$ cat config.mk
export PLATFORM = sky130hd
export DESIGN_NAME = ula_arbiter
export DESIGN_NICKNAME = d
export VERILOG_FILES = /design/src/rtl/ula_arbiter.sv
export SDC_FILE = /design/constraint.sdc
export NUM_CORES = 1
export LEC_CHECK = 0
export ABC_CLOCK_PERIOD_IN_PS = 2600
export CAP_MARGIN = 25
export CORE_MARGIN = 4
export CORE_UTILIZATION = 43
export CTS_BUF_LIST = sky130_fd_sc_hd__clkbuf_4
export CTS_CLUSTER_DIAMETER = 40
export DETAILED_ROUTE_END_ITERATION = 7
export HOLD_SLACK_MARGIN = 0.12
export PLACE_DENSITY = 0.95
export SETUP_SLACK_MARGIN = 0.02
export SYNTH_ARGS = -nofsm -noshare
export SYNTH_HDL_FRONTEND = slang
export SYNTH_SLANG_ARGS = --single-unit
$ cat constraint.sdc
create_clock -name clock -period 2.6 [get_ports clock]
set_input_delay 0.26 -clock clock [delete_from_list [all_inputs] [get_ports clock]]
set_output_delay 0.26 -clock clock [all_outputs]
set_load 0.01 [all_outputs]
$ cat src/rtl/ula_arbiter.sv
// Round-robin arbiter sharing one combinational 16-bit ULA between two requesters.
// Optional grant counters are compiled in when ULA_ARB_STATS_EN is defined.
module ula_arbiter #(
  parameter int WIDTH = 16
`ifdef ULA_ARB_STATS_EN
  ,
  parameter int STAT_W = 16
`endif
) (
  input  logic             clock,
  input  logic             reset,
  input  logic             req0Valid,
  output logic             req0Ready,
  input  logic [WIDTH-1:0] req0A,
  input  logic [WIDTH-1:0] req0B,
  input  logic [2:0]       req0Sel,
  input  logic             req1Valid,
  output logic             req1Ready,
  input  logic [WIDTH-1:0] req1A,
  input  logic [WIDTH-1:0] req1B,
  input  logic [2:0]       req1Sel,
  output logic [WIDTH-1:0] ulaA,
  output logic [WIDTH-1:0] ulaB,
  output logic [2:0]       ulaSelect,
  input  logic [WIDTH-1:0] ulaResult,
  input  logic             ulaCout,
  output logic             respValid,
  input  logic             respReady,
  output logic             respId,
  output logic [WIDTH-1:0] respResult,
  output logic             respCout
`ifdef ULA_ARB_STATS_EN
  ,
  output logic [STAT_W-1:0] grantCount0,
  output logic [STAT_W-1:0] grantCount1
`endif
);

  typedef enum logic [1:0] {IDLE, EXEC, RESP} state_t;

  state_t           state_reg, state_next;
  logic             last_grant_reg;
  logic [WIDTH-1:0] ula_a_reg, ula_b_reg, resp_result_reg;
  logic [2:0]       ula_sel_reg;
  logic             resp_id_reg, resp_cout_reg;
  logic             grant0, grant1;
  logic [1:0]       grant_vec;

  // Grants are gated by reset so the ready outputs read 0 while reset is held.
  always_comb begin
    state_next = state_reg;
    grant0     = 1'b0;
    grant1     = 1'b0;
    case (state_reg)
      IDLE: begin
        grant0 = reset && req0Valid && (!req1Valid || last_grant_reg);
        grant1 = reset && req1Valid && (!req0Valid || !last_grant_reg);
        if (grant0 || grant1) state_next = EXEC;
      end
      EXEC:    state_next = RESP;
      RESP:    if (respReady) state_next = IDLE;
      default: state_next = IDLE;
    endcase
  end

  always_ff @(posedge clock or negedge reset) begin
    if (!reset) begin
      state_reg       <= IDLE;
      last_grant_reg  <= 1'b1;
      ula_a_reg       <= '0;
      ula_b_reg       <= '0;
      ula_sel_reg     <= '0;
      resp_id_reg     <= 1'b0;
      resp_result_reg <= '0;
      resp_cout_reg   <= 1'b0;
    end else begin
      state_reg <= state_next;
      if (grant0 || grant1) begin
        ula_a_reg      <= grant1 ? req1A : req0A;
        ula_b_reg      <= grant1 ? req1B : req0B;
        ula_sel_reg    <= grant1 ? req1Sel : req0Sel;
        resp_id_reg    <= grant1;
        last_grant_reg <= grant1;
      end
      if (state_reg == EXEC) begin
        resp_result_reg <= ulaResult;
        resp_cout_reg   <= ulaCout;
      end
    end
  end

  assign grant_vec  = {grant1, grant0};
  assign req0Ready  = grant0;
  assign req1Ready  = grant1;
  assign ulaA       = ula_a_reg;
  assign ulaB       = ula_b_reg;
  assign ulaSelect  = ula_sel_reg;
  assign respValid  = (state_reg == RESP);
  assign respId     = resp_id_reg;
  assign respResult = resp_result_reg;
  assign respCout   = resp_cout_reg;

`ifdef ULA_ARB_STATS_EN
  // One saturating counter per requester, stepping on that requester's transfer.
  for (genvar gi = 0; gi < 2; gi++) begin : g_cnt
    logic [STAT_W-1:0] cnt_reg;
    always_ff @(posedge clock or negedge reset) begin
      if (!reset) cnt_reg <= '0;
      else if (grant_vec[gi] && !(&cnt_reg)) cnt_reg <= cnt_reg + 1'b1;
    end
  end
  assign grantCount0 = g_cnt[0].cnt_reg;
  assign grantCount1 = g_cnt[1].cnt_reg;
`else
  logic unused_grant;
  assign unused_grant = ^grant_vec;
`endif

endmodule

== Word-level counts from Yosys, hierarchy flattened ==
Cells that the tools add are included.
Word-level totals
  bits in registers: 56
  input bits: 92
  output and inout bits: 56
Cells by class
  equality and inequality tests: 4
  multiplexer cells: 8
  reduce and logical (&&, ||, !) cells: 13
Operators by type and width (number)
  $mux 16: 2
  $pmux 2 s3: 1
  $logic_and 1x1->1: 4
  $logic_or 1x1->1: 4
  $mux 2: 2
  $logic_not 1->1: 3
  $mux 3: 1
  $eq 2x1->1 const B: 1
  $eq 2x2->1 const B: 1
  $logic_not 2->1: 1
  $mux 1: 2
  $ne 2x1->1 const B: 1
  $ne 2x2->1 const B: 1
  $reduce_and 2->1: 1

== Logic depth before layout (Yosys ltp) ==
Gate-level depths: netlist of the first run.
  depth after elaboration: 6
  mapped depth: 6
  depth with buffers taken out: 3

== Worst setup path before layout of the first run ==
No wires, ideal clock.
  path kind: reg2out
  start point: register state_reg[1]
  end point: output port req1Ready
  arrival: 1.184 ns
  setup slack: 1.156 ns
  cell stages (with the launch flop): 5
  path through: dfrtp_1 > or3b_1 > buf_2 > buf_6 > nor2_2
Between the ends
  longest elaborated chain between the ends: 2
RTL lines
  from (decl): line 41  | state_t state_reg, state_next;
  from (signal assigned): line 77  | state_reg <= state_next;
  $logic_not 2->1: line 54  | case (state_reg)
  $mux 1: line 54
  to (decl): line 18  | output logic req1Ready,
Every way passes these cells.

== Worst setup path after layout of the first run ==
  start point: input port reset
  end point: output port req0Ready
Between the ends
  longest elaborated chain between the ends: 3
RTL lines
  from (decl): line 11  | input logic reset,
  $logic_and 1x1->1 (2 in series): line 56  | grant0 = reset && req0Valid && (!req1Valid || last_grant_reg);
  $mux 1: line 54
  to (decl): line 13  | output logic req0Ready,
Every way passes these cells.

==> qor.txt, run 1 <==
Setup WS post-layout - 0.2277 ns
first-pass GRT wire length - 13,060 µm
RSZ-0062 raised after global routing - false
Pwr Density - 905.3 nW/µm²
met3 Use GR - 0.05513
CTS Hold Buffers Added - 1
post-CTS sizing - 0
DRT antenna net count - 0
Vias/cell - 5.651
Clock Path Buffers - 2
Post-Layout Cell Count - 470
clk slew on worst S/H paths - 0.16 ns
CP Max Fanout - 6
most area-consuming cells after synthesis - dfrtp_1 52%, a31oi_1 8.5%, mux2_2 7.3%
Slew HR - 0.4673
Leak - 1.581 nW
global routing usage on met1 - 0.2526
die area - 7444 µm²
Nets - 486
CTS H-tree lvls - 2
simple-gate share of the synthesized area - 0.08689
Max Fclk - 421.5 MHz
Switching Fraction - 0.3500
initial drt markers - 121
WL/cell - 17.66 µm
setup bufs post-CTS - 0
sequential share of power - 0.394
complex-gate fraction of the synthesized area - 0.2350
layout cells sized above 1 - 0.1038
post-synthesis adder-cell area fraction - 0
clock power share - 0.103
synth unique cells - 23
pin count of the biggest net entering global routing - 48
Cells after DPL - 461
First-pass DRT Iterations - 4
vias in the first global route - 2,685
mapped cell area - 2635 µm²
IO buf count - 147
filler instances - 445
Synth Register Bits - 56
DP Wirelength - 6039 µm
Finish-stage setup viols - 0
Worst EP arrival - 2.11 ns
final worst-path cycle share - 0.9124
row count - 28
Die Wd - 86.28 µm
max-cap viol count - 0
setup_tns - 0 ns
# clock sinks - 56
Mapped Nets - 350
CTS tree - yes
most used routing layer - met2
Mapped Avg Cell Area - 10.21 µm²
via count - 2,656
CTS Buf Count - 5
worst slew pin tran - 0.7990 ns
Internal Power - 0.002449 W
Seq/Total Area, Yosys - 0.5323
Required @ worst endpoint - 2.34 ns
xor/xnor share of the synthesized area - 0
Combinational Power Share - 0.503
number of I/O pins - 148
critical path type - in -> out
post-route minimum period - 2.372 ns
die height - 86.28 µm
Synth Warn # - 0
met2 usage - 0.4029
fin. max-slew vios - 0
grt ovf - 0
Diodes inserted - 0
DRC Markers - 0
Placer Congestion - 0.7549
crit end category - output pin
final hold violations - 0
cell accounting for the most synthesized area - dfrtp_1
Std-Cell Core Area - 5921 µm²
post-synth top area share - 0.5223
main combinational cell family by area after synthesis - compound AO/OA/AOI/OAI gates
Peak VDD IR - 0.4795 mV
final WL - 8302 µm
Clock Latency Late Sink - 0.37 ns
post-synthesis mux area share - 0.07265
initial antenna violation count - 0
Switch Pwr - 0.001319 W
most frequent cells in the layout - 146 x clkdlybuf4s50_1, 55 x dfrtp_1, 37 x a21oi_1, 36 x a31oi_1, 35 x nand3_1
initial core utilization - 0.4451
Finished Core Util - 0.7029
pre-CTS setup slack - 0.6127 ns
CP Launch Type - input pin
Post-Route Skew - 0.009447 ns
Tightest Hold Check Type - in -> async
total global-route track usage - 0.2192
synth-to-layout area growth - 57.93%
commonest non-fill, non-tap cell in the layout - clkdlybuf4s50_1
Root Buffer - clkbuf_4
r2r worst-path depth - 5
Mapped Cells - 258
outcome - complete, no violations
smallest hold slack - 0.2261 ns
## final cells by class
class	instances	area, µm²	area share
flip-flops and latches	56	1403	0.3370
clock buffers	5	37.54	0.009020
clock inverters	3	23.77	0.005713
well taps	75	93.84	0.02255
multi-input cells	172	1052	0.2529
repair buffers	157	1544	0.3710
inverters	2	7.507	0.001804
## through the flow
step / instance area, µm² / total power, W
after floorplan: 2635 / 0.002316
after CTS: 4161 / 0.003799
after global routing: 4161 / 0.004014
after global placement: 4090 / 0.003333
final: 4161 / 0.003767
after detailed placement: 4090 / 0.003412
## worst paths after layout
path                                   start      endpoint  slack (ns)
worst max-delay path                   reset     req0Ready        0.23
worst min-delay path                   reset  state_reg[0]        0.23
worst max register to register  state_reg[1]       ulaB[1]        0.60
worst min register to register        respId        respId        0.50
max in group asynchronous              reset      ulaA[11]        1.72
min in group clock                  req1B[9]       ulaB[9]        0.44
## cells in the mapped netlist
cell type	number
a31oi_1	36
a21boi_2	1
mux2_2	17
o21ai_0	34
dfrtp_1	55
nand2_1	1
a21bo_2	1
a21o_1	1
buf_4	1
nand3_1	35
nor2_2	1
dfstp_2	1
or2_1	1
buf_6	8
clkbuf_1	6
o21ai_1	2
buf_2	13
nand2b_1	2
or3b_1	1
inv_1	2
and2_4	1
a21oi_1	37
nor3b_1	1
## cell families after synthesis
group,Yosys count
AOI/OAI and AO/OA,112
and+or+nand+nor,43
muxes,17
buffers and inverters,30
DFF,56
## per-layer routing
| layer | part of all wire | routed length, µm |
|---|---|---|
| met4 | 0.019 | 157 |
| met2 | 0.52 | 4307 |
| met5 | 0 | 0 |
| met1 | 0.37 | 3098 |
| met3 | 0.089 | 739 |
## critical path: stages
cell and delay, ns:
dlygate4sd3_1 0.54, buf_2 0.17, nor3b_2 0.29, nand2_1 0.11
a21oi_1 0.15, clkdlybuf4s50_1 0.59
## power groups by stage
stage	clock, W	combinational, W	sequential, W
global placement	0	0.00186	0.00148
floorplan	0	0.000647	0.00167
CTS	0.000399	0.00191	0.00149
global route	0.000433	0.00204	0.00154
finish	0.000389	0.00190	0.00148
detailed placement	0	0.00191	0.00150
(Power assumes the default switching activity.)
==> run 2, diff against run 1 <==
--- a/config.mk
+++ b/config.mk
@@ -6,8 +6,7 @@
 export NUM_CORES = 1
 export LEC_CHECK = 0
 export ABC_CLOCK_PERIOD_IN_PS = 2600
-export CAP_MARGIN = 25
-export CORE_MARGIN = 4
+export CAP_MARGIN = 0
 export CORE_UTILIZATION = 43
 export CTS_BUF_LIST = sky130_fd_sc_hd__clkbuf_4
 export CTS_CLUSTER_DIAMETER = 40
==> qor.txt, run 2 (same netlist as run 1, synthesis figures left out) <==
outcome - complete, no violations
most used routing layer - met2
post-route minimum period - 2.302 ns
most frequent cells in the layout - 146 x clkdlybuf4s50_1, 55 x dfrtp_1, 37 x a21oi_1, 36 x a31oi_1, 35 x nand3_1
Worst EP arrival - 2.04 ns
CTS Hold Buffers Added - 1
Max Fclk - 434.4 MHz
internal reg-to-reg setup slack - 0.61 ns
first-pass GRT wire length - 12,040 µm
# clock sinks - 56
total global-route track usage - 0.2424
DRT antenna net count - 0
final hold violations - 0
r2r worst-path depth - 4
post-CTS sizing - 0
row count - 28
Required @ worst endpoint - 2.34 ns
Diodes inserted - 0
smallest hold slack - 0.4029 ns
Tightest Hold Check Type - in -> async
WL/cell - 16.47 µm
DP Wirelength - 5590 µm
Slew HR - 0.4830
Leak - 1.584 nW
Vias/cell - 5.594
initial antenna violation count - 0
initial core utilization - 0.4451
worst slew pin tran - 0.7755 ns
CTS H-tree lvls - 2
CTS tree - yes
CP Launch Type - input pin
First-pass DRT Iterations - 4
Placer Congestion - 0.7892
Post-Route Skew - 0.01554 ns
Worst Setup SP - reset
Clock Path Buffers - 2
final WL - 7740 µm
RSZ-0062 raised after global routing - false
global routing usage on met1 - 0.2806
Root Buffer - clkbuf_4
layout cells sized above 1 - 0.1038
Worst R2R End - ulaB[14]
Clock Latency Late Sink - 0.37 ns
grt ovf - 0
commonest non-fill, non-tap cell in the layout - clkdlybuf4s50_1
number of I/O pins - 148
Pwr Density - 903.8 nW/µm²
fin. max-slew vios - 0
met2 usage - 0.4359
reg-to-reg startpoint - state_reg[1]
DRC Markers - 0
pin count of the biggest net entering global routing - 44
clk slew on worst S/H paths - 0.17 ns
Finish-stage setup viols - 0
IO buf count - 147
critical path type - in -> out
Die Wd - 80.28 µm
final worst-path cycle share - 0.8855
Worst Setup EP - req1Ready
Peak VDD IR - 0.4918 mV
setup bufs post-CTS - 0
die height - 80.28 µm
Std-Cell Core Area - 5921 µm²
CP Max Fanout - 4
synth-to-layout area growth - 57.60%
via count - 2,629
max-cap viol count - 0
setup_tns - 0 ns
crit end category - output pin
vias in the first global route - 2,546
die area - 6445 µm²
met3 Use GR - 0.06705
Nets - 486
CTS Buf Count - 5
initial drt markers - 149
run 2: changes by cell type in the layout (fill, tap and decap cells not counted):
cell,before,now
clkinvlp_4,2,0
clkinv_2,0,1
a21boi_4,1,0
inv_6,0,1
a21boi_2,0,1
run 2: stage by stage:
stage | util | area, µm² | cells | total power, W | worst slack [ns]
floorplan | - | 2635 | 258 | 0.002316 | 1.156
global placement | 0.6896 | 4083 | 461 | 0.003307 | 0.6858
detailed placement | 0.6896 | 4083 | 461 | 0.003387 | 0.6271
CTS | 0.7014 | 4153 | 470 | 0.003775 | 0.2843
global route | 0.7014 | 4153 | 470 | 0.003994 | 0.2410
finish | 0.7014 | 4153 | 470 | 0.003753 | 0.2978
run 2: worst min-delay path by stage:
stage / slack [ns] / endpoint / depth (start not counted)
finish: 0.40 / state_reg[0] / 3
global route: 0.40 / state_reg[1] / 3
CTS: 0.39 / state_reg[0] / 3
detailed placement: 0.28 / state_reg[0] / 2
global placement: 0.27 / state_reg[1] / 2
floorplan: -0.04 / respCout / 0
run 2: power breakdown:
group,total [W],leakage (nW),internal [W],switching [W]
sequential,0.00149,0.630,0.00126,0.000227
combinational,0.00187,0.918,0.00107,0.000792
clock,0.000395,0.0356,0.000110,0.000285
run 2: layout make-up:
cell class,instances,area [µm²]
Fill cell,454,1768
Timing Repair Buffer,157,1544
Sequential cell,56,1403
Multi-Input combinational cell,172,1045
Tap cell,75,93.84
Clock buffer,5,37.54
Clock inverter,3,22.52
Inverter,2,7.507
run 2: routing by layer:
layer,wire length [µm],vias to the layer above
met2,4069,117
met4,87,0
li1,-,1227
met3,543,12
met1,3039,1273
met5,0,-
run 2: critical path, cell delays in order:
cell and delay [ns]:
dlygate4sd3_1 0.52, buf_2 0.14, or3b_1 0.42, nor2_2 0.16, clkdlybuf4s50_1 0.54
==> run 3, diff against run 2 <==
--- a/config.mk
+++ b/config.mk
@@ -7,12 +7,11 @@
 export LEC_CHECK = 0
 export ABC_CLOCK_PERIOD_IN_PS = 2600
 export CAP_MARGIN = 0
-export CORE_UTILIZATION = 43
-export CTS_BUF_LIST = sky130_fd_sc_hd__clkbuf_4
+export CORE_UTILIZATION = 41
 export CTS_CLUSTER_DIAMETER = 40
 export DETAILED_ROUTE_END_ITERATION = 7
 export HOLD_SLACK_MARGIN = 0.12
-export PLACE_DENSITY = 0.95
+export PLACE_DENSITY = 0.94
 export SETUP_SLACK_MARGIN = 0.02
 export SYNTH_ARGS = -nofsm -noshare
 export SYNTH_HDL_FRONTEND = slang
==> qor.txt, run 3 (same netlist as run 1, synthesis figures left out) <==
Nets - 484
final worst-path cycle share - 0.8736
fin. max-slew vios - 0
CTS tree - yes
initial core utilization - 0.4348
Max Fclk - 440.3 MHz
CP Max Fanout - 4
die height - 82.17 µm
Worst R2R End - ulaA[7]
Root Buffer - clkbuf_8
first-pass GRT wire length - 11,610 µm
setup_tns - 0 ns
pin count of the biggest net entering global routing - 74
Required @ worst endpoint - 2.34 ns
Clock Path Buffers - 2
RSZ-0062 raised after global routing - false
area of the multi-input gates - 1045 µm²
Post-Route Skew - 0.01416 ns
total global-route track usage - 0.2312
smallest hold slack - 0.4846 ns
via count - 2,636
max-cap viol count - 0
critical path type - in -> out
# clock sinks - 56
layout cells sized above 1 - 0.09924
clk slew on worst S/H paths - 0.10 ns
post-route minimum period - 2.271 ns
initial drt markers - 200
commonest non-fill, non-tap cell in the layout - clkdlybuf4s50_1
setup bufs post-CTS - 0
Worst Setup SP - reset
DRC Markers - 0
outcome - complete, no violations
Reg area - 1403 µm²
row count - 28
grt ovf - 0
Worst EP arrival - 2.01 ns
DP Wirelength - 5537 µm
Finish-stage setup viols - 0
Die Wd - 82.17 µm
Hold Path Depth - 1
final WL - 7672 µm
die area - 6751 µm²
crit end category - output pin
Peak VDD IR - 0.4894 mV
synth-to-layout area growth - 58.55%
CP Launch Type - input pin
Worst Setup EP - req1Ready
Slew HR - 0.4482
final hold violations - 0
number of I/O pins - 148
internal reg-to-reg setup slack - 0.52 ns
vias in the first global route - 2,543
First-pass DRT Iterations - 5
Clock Latency Late Sink - 0.31 ns
filler instances - 459
DRT antenna net count - 0
WL/cell - 16.39 µm
IO buf count - 147
r2r worst-path depth - 4
Vias/cell - 5.632
CTS H-tree lvls - 2
most frequent cells in the layout - 146 x clkdlybuf4s50_1, 55 x dfrtp_1, 37 x a21oi_1, 36 x a31oi_1, 35 x nand3_1
Pwr Density - 919.4 nW/µm²
Diodes inserted - 0
worst slew pin tran - 0.8277 ns
Tightest Hold Check Type - reg -> reg
reg-to-reg startpoint - state_reg[1]
Std-Cell Core Area - 6061 µm²
Leak - 1.591 nW
Placer Congestion - 0.7876
initial antenna violation count - 0
CTS Buf Count - 5
-- run 3: per-layer routing --
layer	track usage	wire, µm
met2	0.3983	3772
met4	0.1000	182
met3	0.07253	771
met5	0	0
met1	0.2627	2944
-- run 3: critical path, stage by stage --
cell and delay [ns]:
dlygate4sd3_1 0.52, buf_2 0.13, or3b_1 0.40, nor2_2 0.15, clkdlybuf4s50_1 0.55
-- run 3: final cells by class --
| type | count | share of cell area |
|---|---|---|
| timing repair buffer | 155 | 0.3690 |
| sequential | 56 | 0.3357 |
| multi-input combinational | 172 | 0.2501 |
| tap | 75 | 0.02246 |
| clock buffer | 5 | 0.01647 |
| clock inverter | 3 | 0.004492 |
| inverter | 2 | 0.001797 |
-- run 3: metrics by stage --
step | std cells | util | area, µm² | worst slack, ns | total power [W]
floorplan | 258 | - | 2635 | 1.156 | 0.002316
global placement | 459 | 0.6732 | 4080 | 0.6524 | 0.003312
detailed placement | 459 | 0.6732 | 4080 | 0.5467 | 0.003390
CTS | 468 | 0.6893 | 4178 | 0.3196 | 0.003862
global route | 468 | 0.6893 | 4178 | 0.2434 | 0.004077
finish | 468 | 0.6893 | 4178 | 0.3287 | 0.003841
-- run 3: power by group --
| part | leakage [nW] | total [W] | internal, W | switching (W) |
|---|---|---|---|---|
| logic | 0.913 | 0.00188 | 0.00108 | 0.000806 |
| clock network | 0.0479 | 0.000470 | 0.000189 | 0.000281 |
| registers | 0.630 | 0.00149 | 0.00127 | 0.000221 |
| total | 1.59 | 0.00384 | 0.00253 | 0.00131 |
-- run 3: repair_timing --
| item | in CTS | in global routing |
|---|---|---|
| hold buffers | 1 | 0 |
| endpoints found under the hold margin | 55 | 0 |
| resized for setup | 0 | 0 |
| endpoints found under the setup margin | 0 | 0 |
-- run 3: how the worst min path moves through the flow --
stage                     startpoint      endpoint  slack [ns]
after floorplan                reset      respCout       -0.04
after global placement         reset  state_reg[0]        0.31
after detailed placement       reset  state_reg[1]        0.32
after CTS                     respId        respId        0.49
after global routing          respId        respId        0.50
final                         respId        respId        0.48
